[src/rtl/mem_pkg.sv]
// Shared types and constants for the MEM pipeline stage.
// Imported by mem_stage and mem_align.
package mem_pkg;

    typedef enum logic [0:0] {
        IDLE,
        WAIT
    } state_e;

    localparam logic [3:0] BE_WORD  = 4'hF;
    localparam logic [3:0] BE_BYTE0 = 4'b0001;

    // MEM/WB pipeline register contents; an all-zero value is a bubble.
    typedef struct packed {
        logic        memtoreg;
        logic        regwrite;
        logic [31:0] readdata;
        logic [31:0] aluresult;
        logic [4:0]  rd;
    } mwb_t;

endpackage

[src/rtl/mem_stage_if.sv]
// Single-port data-memory bus with a req/ready handshake.
// The stage is the master; the memory is the slave.
interface mem_stage_if;

    logic        req;
    logic        we;
    logic [31:0] addr;
    logic [31:0] wdata;
    logic [3:0]  be;
    logic        ready;
    logic [31:0] rdata;

    modport master (
        output req, we, addr, wdata, be,
        input  ready, rdata
    );

    modport slave (
        input  req, we, addr, wdata, be,
        output ready, rdata
    );

endinterface

[src/rtl/mem_align.sv]
// Byte/word lane handling: store byte-enable and lane replication,
// load byte extraction with zero or sign extension.
module mem_align
    import mem_pkg::*;
(
    input  logic        bitype,
    input  logic        unsign,
    input  logic [1:0]  addr_lo,
    input  logic [31:0] store_data,
    input  logic [31:0] rdata,
    output logic [3:0]  be,
    output logic [31:0] wdata,
    output logic [31:0] load_data
);

    logic [7:0] lane;

    always_comb begin
        lane = rdata[{addr_lo, 3'b000} +: 8];
        if (bitype) begin
            be        = BE_BYTE0 << addr_lo;
            wdata     = {4{store_data[7:0]}};
            load_data = unsign ? {24'h0, lane} : {{24{lane[7]}}, lane};
        end else begin
            be        = BE_WORD;
            wdata     = store_data;
            load_data = rdata;
        end
    end

endmodule

[src/rtl/mem_stage.sv]
// MEM pipeline stage: data-memory bus FSM, stall generation and MEM/WB register.
// Optional macro MEM_MISALIGN_TRAP_EN turns unaligned word accesses into a misalign pulse.
module mem_stage
    import mem_pkg::*;
#(
    parameter int unsigned TIMEOUT_CYC = 16,
    parameter int unsigned CNT_W       = 8
) (
    input  logic        clk,
    input  logic        rst_n,
    input  logic        branch_in,
    input  logic        memread_in,
    input  logic        memwrite_in,
    input  logic        memtoreg_in,
    input  logic        regwrite_in,
    input  logic        zero_in,
    input  logic        bitype_in,
    input  logic        unsign_in,
    input  logic [31:0] aluresult_in,
    input  logic [31:0] writedata_in,
    input  logic [4:0]  rd_in,
    output logic        pcsrc,
    output logic        stall,
    mem_stage_if.master dmem,
    output logic        memtoreg_out,
    output logic        regwrite_out,
    output logic [31:0] readdata_out,
    output logic [31:0] aluresult_out,
    output logic [4:0]  rd_out,
    output logic        bus_err
`ifdef MEM_MISALIGN_TRAP_EN
    ,
    output logic        misalign
`endif
);

    localparam logic [CNT_W-1:0] CntMax = CNT_W'(TIMEOUT_CYC);

    state_e           state_q;
    logic [CNT_W-1:0] cnt_q;
    logic [31:0]      addr_q;
    logic [31:0]      data_q;
    logic             we_q;
    logic             bitype_q;
    logic             unsign_q;
    logic             memtoreg_q;
    logic             regwrite_q;
    logic [4:0]       rd_q;
    mwb_t             mwb_q;

    logic        access;
    logic        misalign_hit;
    logic        in_wait;
    logic        timeout;
    logic [31:0] cur_addr;
    logic [31:0] cur_data;
    logic        cur_we;
    logic        cur_bitype;
    logic        cur_unsign;
    logic [3:0]  be_fmt;
    logic [31:0] wdata_fmt;
    logic [31:0] load_fmt;
    logic [31:0] ld_data;
    logic        req;
    mwb_t        mwb_now;
    mwb_t        mwb_lat;

    assign access  = memread_in | memwrite_in;
    assign in_wait = (state_q == WAIT);
    assign timeout = (cnt_q == CntMax);
    assign pcsrc   = branch_in & zero_in;

`ifdef MEM_MISALIGN_TRAP_EN
    assign misalign_hit = access & ~bitype_in & (aluresult_in[1:0] != 2'b00) & ~in_wait;
    assign misalign     = misalign_hit;
`else
    assign misalign_hit = 1'b0;
`endif

    // While waiting, the bus and formatting run from the latched copy of the access.
    always_comb begin
        cur_addr   = in_wait ? addr_q   : aluresult_in;
        cur_data   = in_wait ? data_q   : writedata_in;
        cur_we     = in_wait ? we_q     : memwrite_in;
        cur_bitype = in_wait ? bitype_q : bitype_in;
        cur_unsign = in_wait ? unsign_q : unsign_in;
    end

    mem_align u_align (
        .bitype     (cur_bitype),
        .unsign     (cur_unsign),
        .addr_lo    (cur_addr[1:0]),
        .store_data (cur_data),
        .rdata      (dmem.rdata),
        .be         (be_fmt),
        .wdata      (wdata_fmt),
        .load_data  (load_fmt)
    );

    assign ld_data = cur_we ? 32'h0 : load_fmt;

    always_comb begin
        req     = 1'b0;
        stall   = 1'b0;
        bus_err = 1'b0;
        unique case (state_q)
            IDLE: begin
                if (access && !misalign_hit) begin
                    req   = 1'b1;
                    stall = ~dmem.ready;
                end
            end
            WAIT: begin
                req = 1'b1;
                if (!dmem.ready) begin
                    bus_err = timeout;
                    stall   = ~timeout;
                end
            end
            default: ;
        endcase
    end

    assign dmem.req   = req;
    assign dmem.we    = req & cur_we;
    assign dmem.addr  = {cur_addr[31:2], 2'b00};
    assign dmem.wdata = wdata_fmt;
    assign dmem.be    = be_fmt;

    always_comb begin
        mwb_now = '{memtoreg: memtoreg_in, regwrite: regwrite_in,
                    readdata: access ? ld_data : 32'h0,
                    aluresult: aluresult_in, rd: rd_in};
        mwb_lat = '{memtoreg: memtoreg_q, regwrite: regwrite_q, readdata: ld_data,
                    aluresult: addr_q, rd: rd_q};
    end

    always_ff @(posedge clk or negedge rst_n) begin
        if (!rst_n) begin
            state_q    <= IDLE;
            cnt_q      <= '0;
            addr_q     <= '0;
            data_q     <= '0;
            we_q       <= 1'b0;
            bitype_q   <= 1'b0;
            unsign_q   <= 1'b0;
            memtoreg_q <= 1'b0;
            regwrite_q <= 1'b0;
            rd_q       <= '0;
            mwb_q      <= '0;
        end else begin
            unique case (state_q)
                IDLE: begin
                    if (!access) begin
                        mwb_q <= mwb_now;
                    end else if (misalign_hit) begin
                        mwb_q <= '0;
                    end else if (dmem.ready) begin
                        mwb_q <= mwb_now;
                    end else begin
                        addr_q     <= aluresult_in;
                        data_q     <= writedata_in;
                        we_q       <= memwrite_in;
                        bitype_q   <= bitype_in;
                        unsign_q   <= unsign_in;
                        memtoreg_q <= memtoreg_in;
                        regwrite_q <= regwrite_in;
                        rd_q       <= rd_in;
                        cnt_q      <= CNT_W'(1);
                        mwb_q      <= '0;
                        state_q    <= WAIT;
                    end
                end
                WAIT: begin
                    if (dmem.ready) begin
                        mwb_q   <= mwb_lat;
                        cnt_q   <= '0;
                        state_q <= IDLE;
                    end else if (timeout) begin
                        mwb_q   <= '0;
                        cnt_q   <= '0;
                        state_q <= IDLE;
                    end else begin
                        mwb_q <= '0;
                        cnt_q <= cnt_q + CNT_W'(1);
                    end
                end
                default: state_q <= IDLE;
            endcase
        end
    end

    assign memtoreg_out  = mwb_q.memtoreg;
    assign regwrite_out  = mwb_q.regwrite;
    assign readdata_out  = mwb_q.readdata;
    assign aluresult_out = mwb_q.aluresult;
    assign rd_out        = mwb_q.rd;

endmodule

[src/flat_wrapper.sv]
// flat-port wrapper written by rule: the top's interface ports become plain ports
module mem_stage_flat import mem_pkg::*;
#(
    parameter int unsigned TIMEOUT_CYC = 16,
    parameter int unsigned CNT_W       = 8
)
  (clk, rst_n, branch_in, memread_in, memwrite_in, memtoreg_in, regwrite_in, zero_in, bitype_in, unsign_in, aluresult_in, writedata_in, rd_in, pcsrc, stall, memtoreg_out, regwrite_out, readdata_out, aluresult_out, rd_out, bus_err, dmem_req, dmem_we, dmem_addr, dmem_wdata, dmem_be, dmem_ready, dmem_rdata);
  mem_stage_if dmem_i ();
  input  logic clk;
  input  logic rst_n;
  input  logic branch_in;
  input  logic memread_in;
  input  logic memwrite_in;
  input  logic memtoreg_in;
  input  logic regwrite_in;
  input  logic zero_in;
  input  logic bitype_in;
  input  logic unsign_in;
  input  logic [31:0] aluresult_in;
  input  logic [31:0] writedata_in;
  input  logic [4:0] rd_in;
  output logic pcsrc;
  output logic stall;
  output logic memtoreg_out;
  output logic regwrite_out;
  output logic [31:0] readdata_out;
  output logic [31:0] aluresult_out;
  output logic [4:0] rd_out;
  output logic bus_err;
  output wire logic [$bits(dmem_i.req)-1:0] dmem_req;
  output wire logic [$bits(dmem_i.we)-1:0] dmem_we;
  output wire logic [$bits(dmem_i.addr)-1:0] dmem_addr;
  output wire logic [$bits(dmem_i.wdata)-1:0] dmem_wdata;
  output wire logic [$bits(dmem_i.be)-1:0] dmem_be;
  input wire logic [$bits(dmem_i.ready)-1:0] dmem_ready;
  input wire logic [$bits(dmem_i.rdata)-1:0] dmem_rdata;
  assign dmem_req = dmem_i.req;
  assign dmem_we = dmem_i.we;
  assign dmem_addr = dmem_i.addr;
  assign dmem_wdata = dmem_i.wdata;
  assign dmem_be = dmem_i.be;
  assign dmem_i.ready = dmem_ready;
  assign dmem_i.rdata = dmem_rdata;
  mem_stage #(.TIMEOUT_CYC(TIMEOUT_CYC), .CNT_W(CNT_W)) u_core (.clk(clk), .rst_n(rst_n), .branch_in(branch_in), .memread_in(memread_in), .memwrite_in(memwrite_in), .memtoreg_in(memtoreg_in), .regwrite_in(regwrite_in), .zero_in(zero_in), .bitype_in(bitype_in), .unsign_in(unsign_in), .aluresult_in(aluresult_in), .writedata_in(writedata_in), .rd_in(rd_in), .pcsrc(pcsrc), .stall(stall), .dmem(dmem_i), .memtoreg_out(memtoreg_out), .regwrite_out(regwrite_out), .readdata_out(readdata_out), .aluresult_out(aluresult_out), .rd_out(rd_out), .bus_err(bus_err));
endmodule
[config.mk]
export PLATFORM = sky130hd
export DESIGN_NAME = mem_stage_flat
export DESIGN_NICKNAME = d
export VERILOG_FILES = /design/src/rtl/mem_pkg.sv /design/src/rtl/mem_stage_if.sv /design/src/rtl/mem_align.sv /design/src/rtl/mem_stage.sv /design/src/flat_wrapper.sv
export SDC_FILE = /design/constraint.sdc
export NUM_CORES = 1
export LEC_CHECK = 0
export CORE_ASPECT_RATIO = 1.1
export CORE_MARGIN = 3
export CORE_UTILIZATION = 46
export DETAILED_ROUTE_END_ITERATION = 7
export PLACE_DENSITY = 0.81
export REMOVE_ABC_BUFFERS = 1
export SYNTH_ARGS = -nofsm -noshare
export SYNTH_HDL_FRONTEND = slang
export SYNTH_SLANG_ARGS = --single-unit
[constraint.sdc]
create_clock -name clk -period 3.4 [get_ports clk]
set_input_delay 1.02 -clock clk [delete_from_list [all_inputs] [get_ports clk]]
set_output_delay 1.02 -clock clk [all_outputs]
set_load 0.03 [all_outputs]
==> results.md <==
* Max-slew violation total from the final report at 0
* Number of DRC violations after detailed-routing iteration 0 at 382
* GP Congestion at 0.849
* FFs w/ async S/R, synth at 100%
* IR drop worst, VDD at 0.000327 V
* Top-level I/O count at 256
* Worst max-slew margin expressed relative to the limit at 34.2%
* Number of filler cells placed in the layout at 1,065
* Global-route wire length before repair at 32,700 um
* Worst-case setup slack after placement at -167 ps
* Number of input and output port buffers inserted at 253
* Worst path most repeated cell: sky130_fd_sc_hd__clkdlybuf4s50_1
* Post-synthesis register bit count at 154
* Per-cell routed wire length at 18.8 um
* Tightest hold margin at 491 ps
* Synth top area share at 52.5%
* Fraction of final layout cells sized beyond drive strength 1 at 27.3%
* Hold Fails Final Rpt at 0
* Sequential fraction of the synthesis area at 52.5%
* Cells traversed along the worst timing path: clkdlybuf4s50_1, mux2_2, clkdlybuf4s50_1
* Cell type with the largest total area after synthesis: sky130_fd_sc_hd__dfrtp_1
* Number of maximum-capacitance violations at 0
* Minimum clock period after layout at 3370 ps
* Clock tree root buffer cell: sky130_fd_sc_hd__clkbuf_16
* Number of standard cells after synthesis at 620
* Half-perimeter wire length after placement at 14,100 um
* Leading post-synthesis cells by cell area: sky130_fd_sc_hd__dfrtp_1 (52%), sky130_fd_sc_hd__mux2_2 (17%), sky130_fd_sc_hd__a22o_1 (4.6%), sky130_fd_sc_hd__o21ai_0 (3.3%), sky130_fd_sc_hd__o31ai_2 (3.2%)
* Setup violation total in the final timing report at 0
* Antenna violations before repair at 0
* Fin Clk Skew at 7.56 ps
* Final WL at 20,300 um
* Top FF cell, synth: sky130_fd_sc_hd__dfrtp_1
* Number of routed nets with antenna violations at 0
* Hold Buf Count CTS at 0
* Clk sinks at 154
* Multi-input gate area at 3200 sq um
* Type of the setup path with the least slack: input pin to output pin
* Unrepaired setup endpoints after global routing: false
* Post-synth cell types at 47
* Die area at 17,500 sq um
* Standard-cell row count at 47
* Period Utilization, post-route at 99.1%
* Number of iterations in the first detailed-routing pass at 5
* Total DRC errors in the routed layout at 0
* Met1 GRT Util at 29.0%
* Final worst slack at 32.3 ps
* Mean number of vias per cell at 5.61
* Maximum number of pins on one net before global-route repair at 96
* FF+latch area at 3860 sq um
* Static power due to leakage at 4.68 nW
* Data required time of the worst path at 2380 ps
* Maximum fanout along the worst path at 3
* Latest clock arrival within the worst-skew pair at 420 ps
* Global router's overall resource usage at 23.0%
* Met2 GRT Util at 38.3%
* Height of the die at 139 um
* GR Layer Usage met3 at 5.01%
* Clock H-tree levels at 4
* Slowest stage cell on the critical path: sky130_fd_sc_hd__clkdlybuf4s50_1
* Post-synth EDFFs at 0
* Largest stage delay on the critical path at 660 ps
* Most used cells in the layout excluding fill and tap cells: sky130_fd_sc_hd__clkdlybuf4s50_1 (191), sky130_fd_sc_hd__dfrtp_1 (153), sky130_fd_sc_hd__mux2_2 (108), sky130_fd_sc_hd__buf_4 (70), sky130_fd_sc_hd__nand2_1 (47)
* Total of warnings raised by yosys at 0
* Synth Cell Area at 7350 sq um
* Core ar. at 15,300 sq um
* Global-route congestion overflow total at 0
* TritonCTS clock tree: done
* Worst Hold Class: flop to flop
* Number of nets at the end of the flow at 987
* Via count of the first global-routing pass at 6,308
* Filler-free cell count of the finished design at 1,081
* Worst reg-to-reg path cell count at 6
* Kind of start point of the critical path: input pin
* Clock tree buffer depth at 2
* Areal power density over the cells at 609 nW/um^2
* Number of diodes at 0
* CP arrival at 2350 ps
* Most frequent standard cell in the layout excluding fill and tap cells: sky130_fd_sc_hd__clkdlybuf4s50_1
* Number of buffers inserted during clock tree synthesis at 17
* Starting Density at 47.9%
* Vias at 6,067
* Most Crowded Layer GR: met2
* Die Wd at 126 um
* Run status: complete, no violations
* Placed cells at 1,043
* Highest attainable clock frequency at 297 MHz
* Worst Hold Path Cells at 1
* Post-synthesis area per instance at 11.8 sq um
* Kind of end point of the critical path: output pin
* Clock transition at the registers of the reported paths at 60 ps
* Area added between synthesis and finish at 45.6%
* Worst-Margin Slew at 986 ps
* Total power after layout at 6.51 mW
==> report_power, final <==
group / internal [mW] / total, mW / leakage [nW] / switching, mW
logic: 1.08 / 2.42 / 2.50 / 1.33
registers: 2.17 / 2.38 / 1.92 / 0.213
clock network: 0.988 / 1.71 / 0.263 / 0.722
==> per-stage QoR <==
step / instance area [sq um] / setup TNS, ps / utilization (%)
finish: 10700 / 0 / 69.7
global route: 10700 / 0 / 69.7
CTS: 10600 / 0 / 69.1
detailed placement: 10100 / -324 / 65.5
global placement: 10100 / -218 / 65.5
floorplan: 7090 / -402530 / -
==> cell usage after synthesis (5+ instances only) <==
cell,n
sky130_fd_sc_hd__o31ai_2,19
sky130_fd_sc_hd__dfrtp_1,154
sky130_fd_sc_hd__clkbuf_1,29
sky130_fd_sc_hd__nor2_1,15
sky130_fd_sc_hd__o2bb2ai_1,7
sky130_fd_sc_hd__nand2b_1,7
sky130_fd_sc_hd__o31ai_1,6
sky130_fd_sc_hd__buf_2,15
sky130_fd_sc_hd__nand2_1,47
sky130_fd_sc_hd__a22o_1,39
sky130_fd_sc_hd__nor3_1,8
sky130_fd_sc_hd__mux2i_1,15
sky130_fd_sc_hd__a31oi_1,5
sky130_fd_sc_hd__o211ai_1,26
sky130_fd_sc_hd__inv_1,14
sky130_fd_sc_hd__o21ai_0,49
sky130_fd_sc_hd__mux2_2,108
sky130_fd_sc_hd__a21oi_1,5
==> metal layers <==
metal  vias to the layer above  share of wire [%]
met3                        47                5.5
li1                       2773                  -
met1                      3018                 40
met4                         0                3.1
met5                         -                  0
met2                       229                 51
==> path summary, 6_finish.rpt <==
check,slack [ps],startpoint,to
max in group asynchronous,1850,rst_n,u_core.data_q[8]
min,490,u_core.rd_q[3],u_core.rd_out[3]
max,30,aluresult_in[4],dmem_addr[4]
max reg2reg,770,u_core.in_wait,u_core.readdata_out[8]
min in group asynchronous,650,rst_n,u_core.addr_q[4]
min reg2reg,490,u_core.rd_q[3],u_core.rd_out[3]
==> timing repair <==
item / 4_1_cts / 5_1_grt
pin swaps: 0 / 1
endpoints found under the setup margin: 11 / 31
buffers inserted: 1 / 6
gates resized for setup: 4 / 23
==> sequential cells by signal, summed over array words and instances (netlist names) <==
name / cells
u_core.addr_q: 32
u_core.aluresult_out: 32
u_core.data_q: 32
u_core.readdata_out: 32
u_core.cnt_q: 8
u_core.rd_out: 5
u_core.rd_q: 5
u_core.bitype_q: 1
u_core.in_wait: 1
u_core.memtoreg_out: 1
u_core.memtoreg_q: 1
u_core.regwrite_out: 1
u_core.regwrite_q: 1
u_core.unsign_q: 1
u_core.we_q: 1
==> layout make-up <==
cell class,instances,area share [%]
Multi-Input combinational cell,398,29.9
Inverter,14,0.491
Timing Repair Buffer,288,26.3
Clock inverter,9,0.573
Sequential cell,154,36.1
Clock buffer,22,4.43
Tap cell,196,2.29
==> kinds of logic (layout without fill, tap and decap cells) <==
kind of cell               after synthesis  in the layout  share of synthesized area, %
buffers and inverters                   69            333                          4.31
muxes                                  124            124                          18.8
other                                    1              2                        0.0510
xor gates and xnor gates                 1              1                         0.119
AOI/OAI and AO/OA                      168            168                          17.3
adders and majority gates                2              2                         0.341
DFF                                    154            154                          52.5
and+or+nand+nor                        101            101                          6.66
==> worst max-delay path: cells and delay by family <==
kind / cells / cell delay, ps
multiplexers: 1 / 160
buffers and inverters: 2 / 1160
Note: power is estimated with default switching activity, not from simulation.
